File: src/rtl/prog_seq_pkg.sv
// Shared opcode constants and FSM state type for the program sequencer.
package prog_seq_pkg;

  localparam logic [2:0] OP_HALT = 3'b111;
  localparam logic [2:0] OP_ILL0 = 3'b101;
  localparam logic [2:0] OP_ILL1 = 3'b110;

  typedef enum logic [1:0] {
    IDLE = 2'd0,
    RUN  = 2'd1,
    DONE = 2'd2
  } state_e;

endpackage

File: src/rtl/prog_buffer.sv
// Program storage: append-only write port, combinational read at the issue pointer.
module prog_buffer #(
  parameter int DEPTH = 16,
  parameter int AW    = 4
) (
  input  logic          clk_i,
  input  logic          we_i,
  input  logic [AW-1:0] waddr_i,
  input  logic [15:0]   wdata_i,
  input  logic [AW-1:0] raddr_i,
  output logic [15:0]   rdata_o
);

  logic [15:0] mem_q [DEPTH];

  // Contents are don't-care after reset, so the array carries no reset.
  always_ff @(posedge clk_i) begin
    if (we_i) mem_q[waddr_i] <= wdata_i;
  end

  assign rdata_o = mem_q[raddr_i];

endmodule

File: src/rtl/prog_sequencer.sv
// Loads a short 16-bit program from a host and issues it to the datapath IR,
// free-running or single-stepped, stopping on HALT, illegal opcode or program end.
module prog_sequencer
  import prog_seq_pkg::*;
#(
  parameter int DEPTH = 16,
  parameter int AW    = 4
) (
  input  logic          clk_i,
  input  logic          reset_i,
  input  logic          load_valid_i,
  output logic          load_ready_o,
  input  logic [15:0]   load_instr_i,
  input  logic          start_i,
  input  logic          clear_i,
  input  logic          abort_i,
  input  logic          step_mode_i,
  input  logic          step_i,
  output logic [15:0]   instr_out_o,
  output logic          instr_valid_o,
  output logic [AW:0]   pc_o,
  output logic [AW:0]   count_o,
  output logic [AW:0]   issued_o,
  output logic          busy_o,
  output logic          done_o,
  output logic          error_o
);

  localparam logic [AW:0] ONE     = (AW+1)'(1);
  localparam logic [AW:0] DEPTH_W = (AW+1)'(DEPTH);

  state_e      state_q, state_d;
  logic [AW:0] count_q, count_d, pc_q, pc_d, issued_q, issued_d;
  logic [15:0] instr_q, instr_d, rdata;
  logic        valid_q, valid_d, err_q, err_d, rdy_q, rdy_d;
  logic        we, accept, issue;
  logic [2:0]  op;

  prog_buffer #(.DEPTH(DEPTH), .AW(AW)) u_buf (
    .clk_i   (clk_i),
    .we_i    (we),
    .waddr_i (count_q[AW-1:0]),
    .wdata_i (load_instr_i),
    .raddr_i (pc_q[AW-1:0]),
    .rdata_o (rdata)
  );

  assign accept = load_valid_i && rdy_q;
  assign issue  = !step_mode_i || step_i;
  assign op     = rdata[15:13];

  always_comb begin
    state_d  = state_q;
    count_d  = count_q;
    pc_d     = pc_q;
    issued_d = issued_q;
    instr_d  = instr_q;
    valid_d  = 1'b0;
    err_d    = err_q;
    we       = 1'b0;
    if (clear_i) begin
      state_d = IDLE;
      count_d = '0;
      pc_d    = '0;
      err_d   = 1'b0;
    end else if (abort_i) begin
      state_d = IDLE;
    end else begin
      case (state_q)
        IDLE: begin
          if (accept) begin
            we      = 1'b1;
            count_d = count_q + ONE;
          end
          // A word landing on the same edge as start counts as a non-empty program.
          if (start_i) begin
            if (count_q != '0 || accept) begin
              state_d  = RUN;
              pc_d     = '0;
              issued_d = '0;
              err_d    = 1'b0;
            end else begin
              err_d = 1'b1;
            end
          end
        end
        RUN: begin
          if (issue) begin
            if (op == OP_HALT) begin
              state_d = DONE;
            end else if (op == OP_ILL0 || op == OP_ILL1) begin
              err_d   = 1'b1;
              state_d = DONE;
            end else begin
              instr_d  = rdata;
              valid_d  = 1'b1;
              pc_d     = pc_q + ONE;
              issued_d = issued_q + ONE;
              if (pc_q == count_q - ONE) state_d = DONE;
            end
          end
        end
        DONE: begin
          if (start_i) begin
            state_d  = RUN;
            pc_d     = '0;
            issued_d = '0;
            err_d    = 1'b0;
          end
        end
        default: state_d = IDLE;
      endcase
    end
    rdy_d = (state_d == IDLE) && (count_d < DEPTH_W);
  end

  always_ff @(posedge clk_i) begin
    if (reset_i) begin
      state_q  <= IDLE;
      count_q  <= '0;
      pc_q     <= '0;
      issued_q <= '0;
      instr_q  <= '0;
      valid_q  <= 1'b0;
      err_q    <= 1'b0;
      rdy_q    <= 1'b0;
    end else begin
      state_q  <= state_d;
      count_q  <= count_d;
      pc_q     <= pc_d;
      issued_q <= issued_d;
      instr_q  <= instr_d;
      valid_q  <= valid_d;
      err_q    <= err_d;
      rdy_q    <= rdy_d;
    end
  end

  assign load_ready_o  = rdy_q;
  assign instr_out_o   = instr_q;
  assign instr_valid_o = valid_q;
  assign pc_o          = pc_q;
  assign count_o       = count_q;
  assign issued_o      = issued_q;
  assign busy_o        = (state_q == RUN);
  assign done_o        = (state_q == DONE);
  assign error_o       = err_q;

endmodule

File: config.mk
export PLATFORM = sky130hd
export DESIGN_NAME = prog_sequencer
export DESIGN_NICKNAME = d
export VERILOG_FILES = /design/src/rtl/prog_seq_pkg.sv /design/src/rtl/prog_buffer.sv /design/src/rtl/prog_sequencer.sv
export SDC_FILE = /design/constraint.sdc
export NUM_CORES = 1
export LEC_CHECK = 0
export ABC_AREA = 1
export BUFFER_PORTS_ARGS = -buffer_cell sky130_fd_sc_hd__buf_2
export CORE_MARGIN = 2
export CORE_UTILIZATION = 31
export CTS_BUF_LIST = sky130_fd_sc_hd__clkbuf_16
export DETAILED_ROUTE_END_ITERATION = 7
export HOLD_SLACK_MARGIN = 0.02
export PLACE_DENSITY = 0.56
export SETUP_SLACK_MARGIN = 0.3
export SYNTH_ARGS = -nofsm -noshare
export SYNTH_HDL_FRONTEND = slang
export SYNTH_HIERARCHICAL = 1
export SYNTH_SLANG_ARGS = --single-unit
File: constraint.sdc
create_clock -name clk_i -period 2.3 [get_ports clk_i]
set_input_delay 0.345 -clock clk_i [delete_from_list [all_inputs] [get_ports clk_i]]
set_output_delay 0.345 -clock clk_i [all_outputs]
set_load 0.03 [all_outputs]
==> run_results.csv <==
group,metric,value,unit
floorplanning,dieArea,43600,um^2
clocking,cts_tree,"built",
hold_path,hp-class,"input pin to register",
cells_and_area,fin_area,16000,um^2
timing,finalCritPeriodShare,94.7,%
synth,synth_cell_types,35,
global_route,grt_pass1_vias,9071,
global_route,antenna_found_initial,1,
route,drtIter0Drc,727,
route,via_per_inst,4.68,
route,firstDrtPassIters,5,
outcome,status,"complete, no violations",
floorplanning,die_y,209,um
clocking,worstSkewPairLatency,510,ps
timing,clock_skew,19.7,ps
timing,worst_slew_pin_slew,663,ps
synth,yosys_most_used_dff,"edfxtp_1",
pwr,peakVddDrop,0.448,mV
cells_and_area,areaGrowthSynthToFinish,23.2,%
synth,syn-mean-instance-area,9.77,um^2
clocking,hold_buffers,0,
floorplanning,ioPinCount,60,
cells_and_area,fill_cells,4108,
route,ant_nets,0,
floorplanning,core-area,41100,um^2
floorplanning,die_x,209,um
place,io_buffer_count,59,
route,routedWlPerCell,17.6,um
job,drv_cap,0,
synth,yosysWarningCount,6,
place,place_congestion,0.841,
clocking,clock-sinks,292,
timing,slew_headroom,55.8,%
global_route,grt.overflow.total,0,
global_route,grt_usage,15.9,%
timing,rsz0062_at_grt,"yes",
floorplanning,initial_core_util,31.6,%
clocking,numCtsBuffers,34,
synth,synth_fp_nets,1361,
worst_setup_path,required,2690,ps
timing,period_minus_slack,2180,ps
synth,async_flop_share,0,%
place,placed_area,14400,um^2
clocking,cts_root_buf,"clkbuf_16",
worst_setup_path,end_kind,"register",
worst_setup_path,start_kind,"register",
synth,synth-edff-count,256,
timing,setup-violations-final,0,
synth,syn_inst,1329,
pwr,power_density,705,nW/um^2
timing,finalHoldViolCount,0,
global_route,grt_pass1_wl,53000,um
synth,syn-cell-area,13000,um^2
timing,max_freq,0.459,GHz
timing,tns,0,ps
route,num_vias,9380,
worst_setup_path,path_class,"register to register",
route,drc,0,
floorplanning,row_count,74,
clocking,clk_pin_slew,60,ps
worst_setup_path,crit_fanout,7,
pwr,p_leak,6.79,nW
timing,slew_viol_final,0,
route,drt_wl_total,35300,um
global_route,grt_max_degree,47,
cells_and_area,drive_gt1_share,18.4,%
synth,ys_ff_latch,292,
clocking,clockBufferDepth,3,
pwr,power.total,11.3,mW
clocking,cts_max_level,2,
synth,yosysSeqAreaShare,64.7,%
cells_and_area,nets,1481,
worst_setup_path,cp.arrival,2570,ps
place,dpl.hpwl,21100,um
registers in the layout, summed over array words and instances, names as in the netlist:
| name | flops |
|---|---|
| count_o | 5 |
| error_o | 1 |
| instr_out_o | 16 |
| instr_valid_o | 1 |
| issued_o | 5 |
| load_ready_o | 1 |
| pc_o | 5 |
| state_q | 2 |
| u_buf/mem_q | 256 |
Yosys cell counts (7+ instances only):
| cell type | n | area share, % |
|---|---|---|
| ha_1 | 8 | 0.77 |
| clkbuf_1 | 13 | 0.38 |
| nand2_1 | 393 | 11 |
| nand3_1 | 212 | 8.2 |
| inv_2 | 7 | 0.20 |
| a21oi_1 | 15 | 0.58 |
| buf_2 | 19 | 0.73 |
| buf_4 | 20 | 1.2 |
| o21ai_0 | 22 | 0.85 |
| inv_1 | 222 | 6.4 |
| edfxtp_1 | 256 | 59 |
| nor2_1 | 67 | 1.9 |
| dfxtp_1 | 36 | 5.5 |
layer usage:
| layer | wire, um | track usage, % | up-vias | share of wire [%] |
|---|---|---|---|---|
| li1 | - | - | 4532 | - |
| met1 | 15300 | 20.7 | 4540 | 43 |
| met4 | 1160 | 5.67 | 0 | 3.3 |
| met3 | 1830 | 2.71 | 76 | 5.2 |
| met5 | 0 | 0 | - | 0 |
| met2 | 17000 | 26.6 | 232 | 48 |
metrics by stage:
stage                     std cells  util [%]  hold slack, ps  setup slack, ps
after floorplan                1329         -             444              157
after CTS                      1986      38.0             140              176
after global placement         1925      35.1             466             25.0
after detailed placement       1925      35.1             467             9.61
final                          2004      38.9             159              121
after global routing           2004      38.9             170            -5.06
power breakdown:
part	switching, mW	leakage (nW)	internal [mW]	total [mW]
combinational	0.270	3.64	0.121	0.391
sequential	0.00841	2.60	5.76	5.77
clock	2.03	0.553	3.09	5.12
total	2.30	6.79	8.98	11.3
cell type report:
class                   instances  area (um^2)  share of cell area (%)
diodes                          1         2.50                  0.0156
clock buffers                  37          926                    5.79
clock inverters                21          139                   0.868
inverters                     231          893                    5.58
multi-input cells             750         3640                    22.7
flip-flops and latches        292         8420                    52.6
well taps                     532          666                    4.16
repair buffers                140         1310                    8.21
worst max-delay path: stages (launching register included):
cell and delay [ps]:
dfxtp_4 430, inv_8 70, buf_12 140, nand2_2 40
nand2_1 40, nand2_1 50, nand3_1 60, nand3_1 100
nand2_2 100, nand3_2 100, nand2_1 50, nand2_1 70
nand2_2 80, nor3_4 270, nand2_4 140, o21ai_4 240
nor3_2 70
cells by family after synthesis:
| logic type | after synthesis | share of synthesized area (%) |
|---|---|---|
| AOI/OAI and AO/OA | 43 | 1.87 |
| xor gates and xnor gates | 7 | 0.472 |
| buffers and inverters | 287 | 9.26 |
| DFF | 292 | 64.7 |
| and+or+nand+nor | 692 | 22.9 |
| adders and majority gates | 8 | 0.771 |
timing repair:
action                     in CTS  in global routing
pin swaps                       5                 20
gates resized for setup        22                 49
setup endpoints to repair     287                251
gates cloned                    1                  5
buffers inserted                2                 12
cell usage in the layout, fill, tap and decap left out, types with 6 or more instances in the layout:
master	count
buf_2	59
nand2_1	378
nand3_1	199
clkinv_1	6
o21ai_1	9
dfxtp_1	31
nand3_2	15
nor2_4	6
xor2_1	6
ha_1	6
nor2_1	49
nand2_2	11
a21oi_1	11
edfxtp_1	256
buf_4	48
buf_12	22
clkbuf_16	42
inv_1	229
nor2_2	16
o21ai_0	11
path summary, 6_finish.rpt:
kind | depth (start not counted) | start | slack [ps] | endpoint
worst min-delay path | 2 | reset_i | 160 | issued_o[2]
worst max-delay path | 16 | pc_o[0] | 120 | pc_o[1]
worst min register to register | 2 | instr_out_o[9] | 470 | instr_out_o[9]
worst max register to register | 16 | pc_o[0] | 120 | pc_o[1]
No activity file was read; power rests on OpenSTA's default activity.
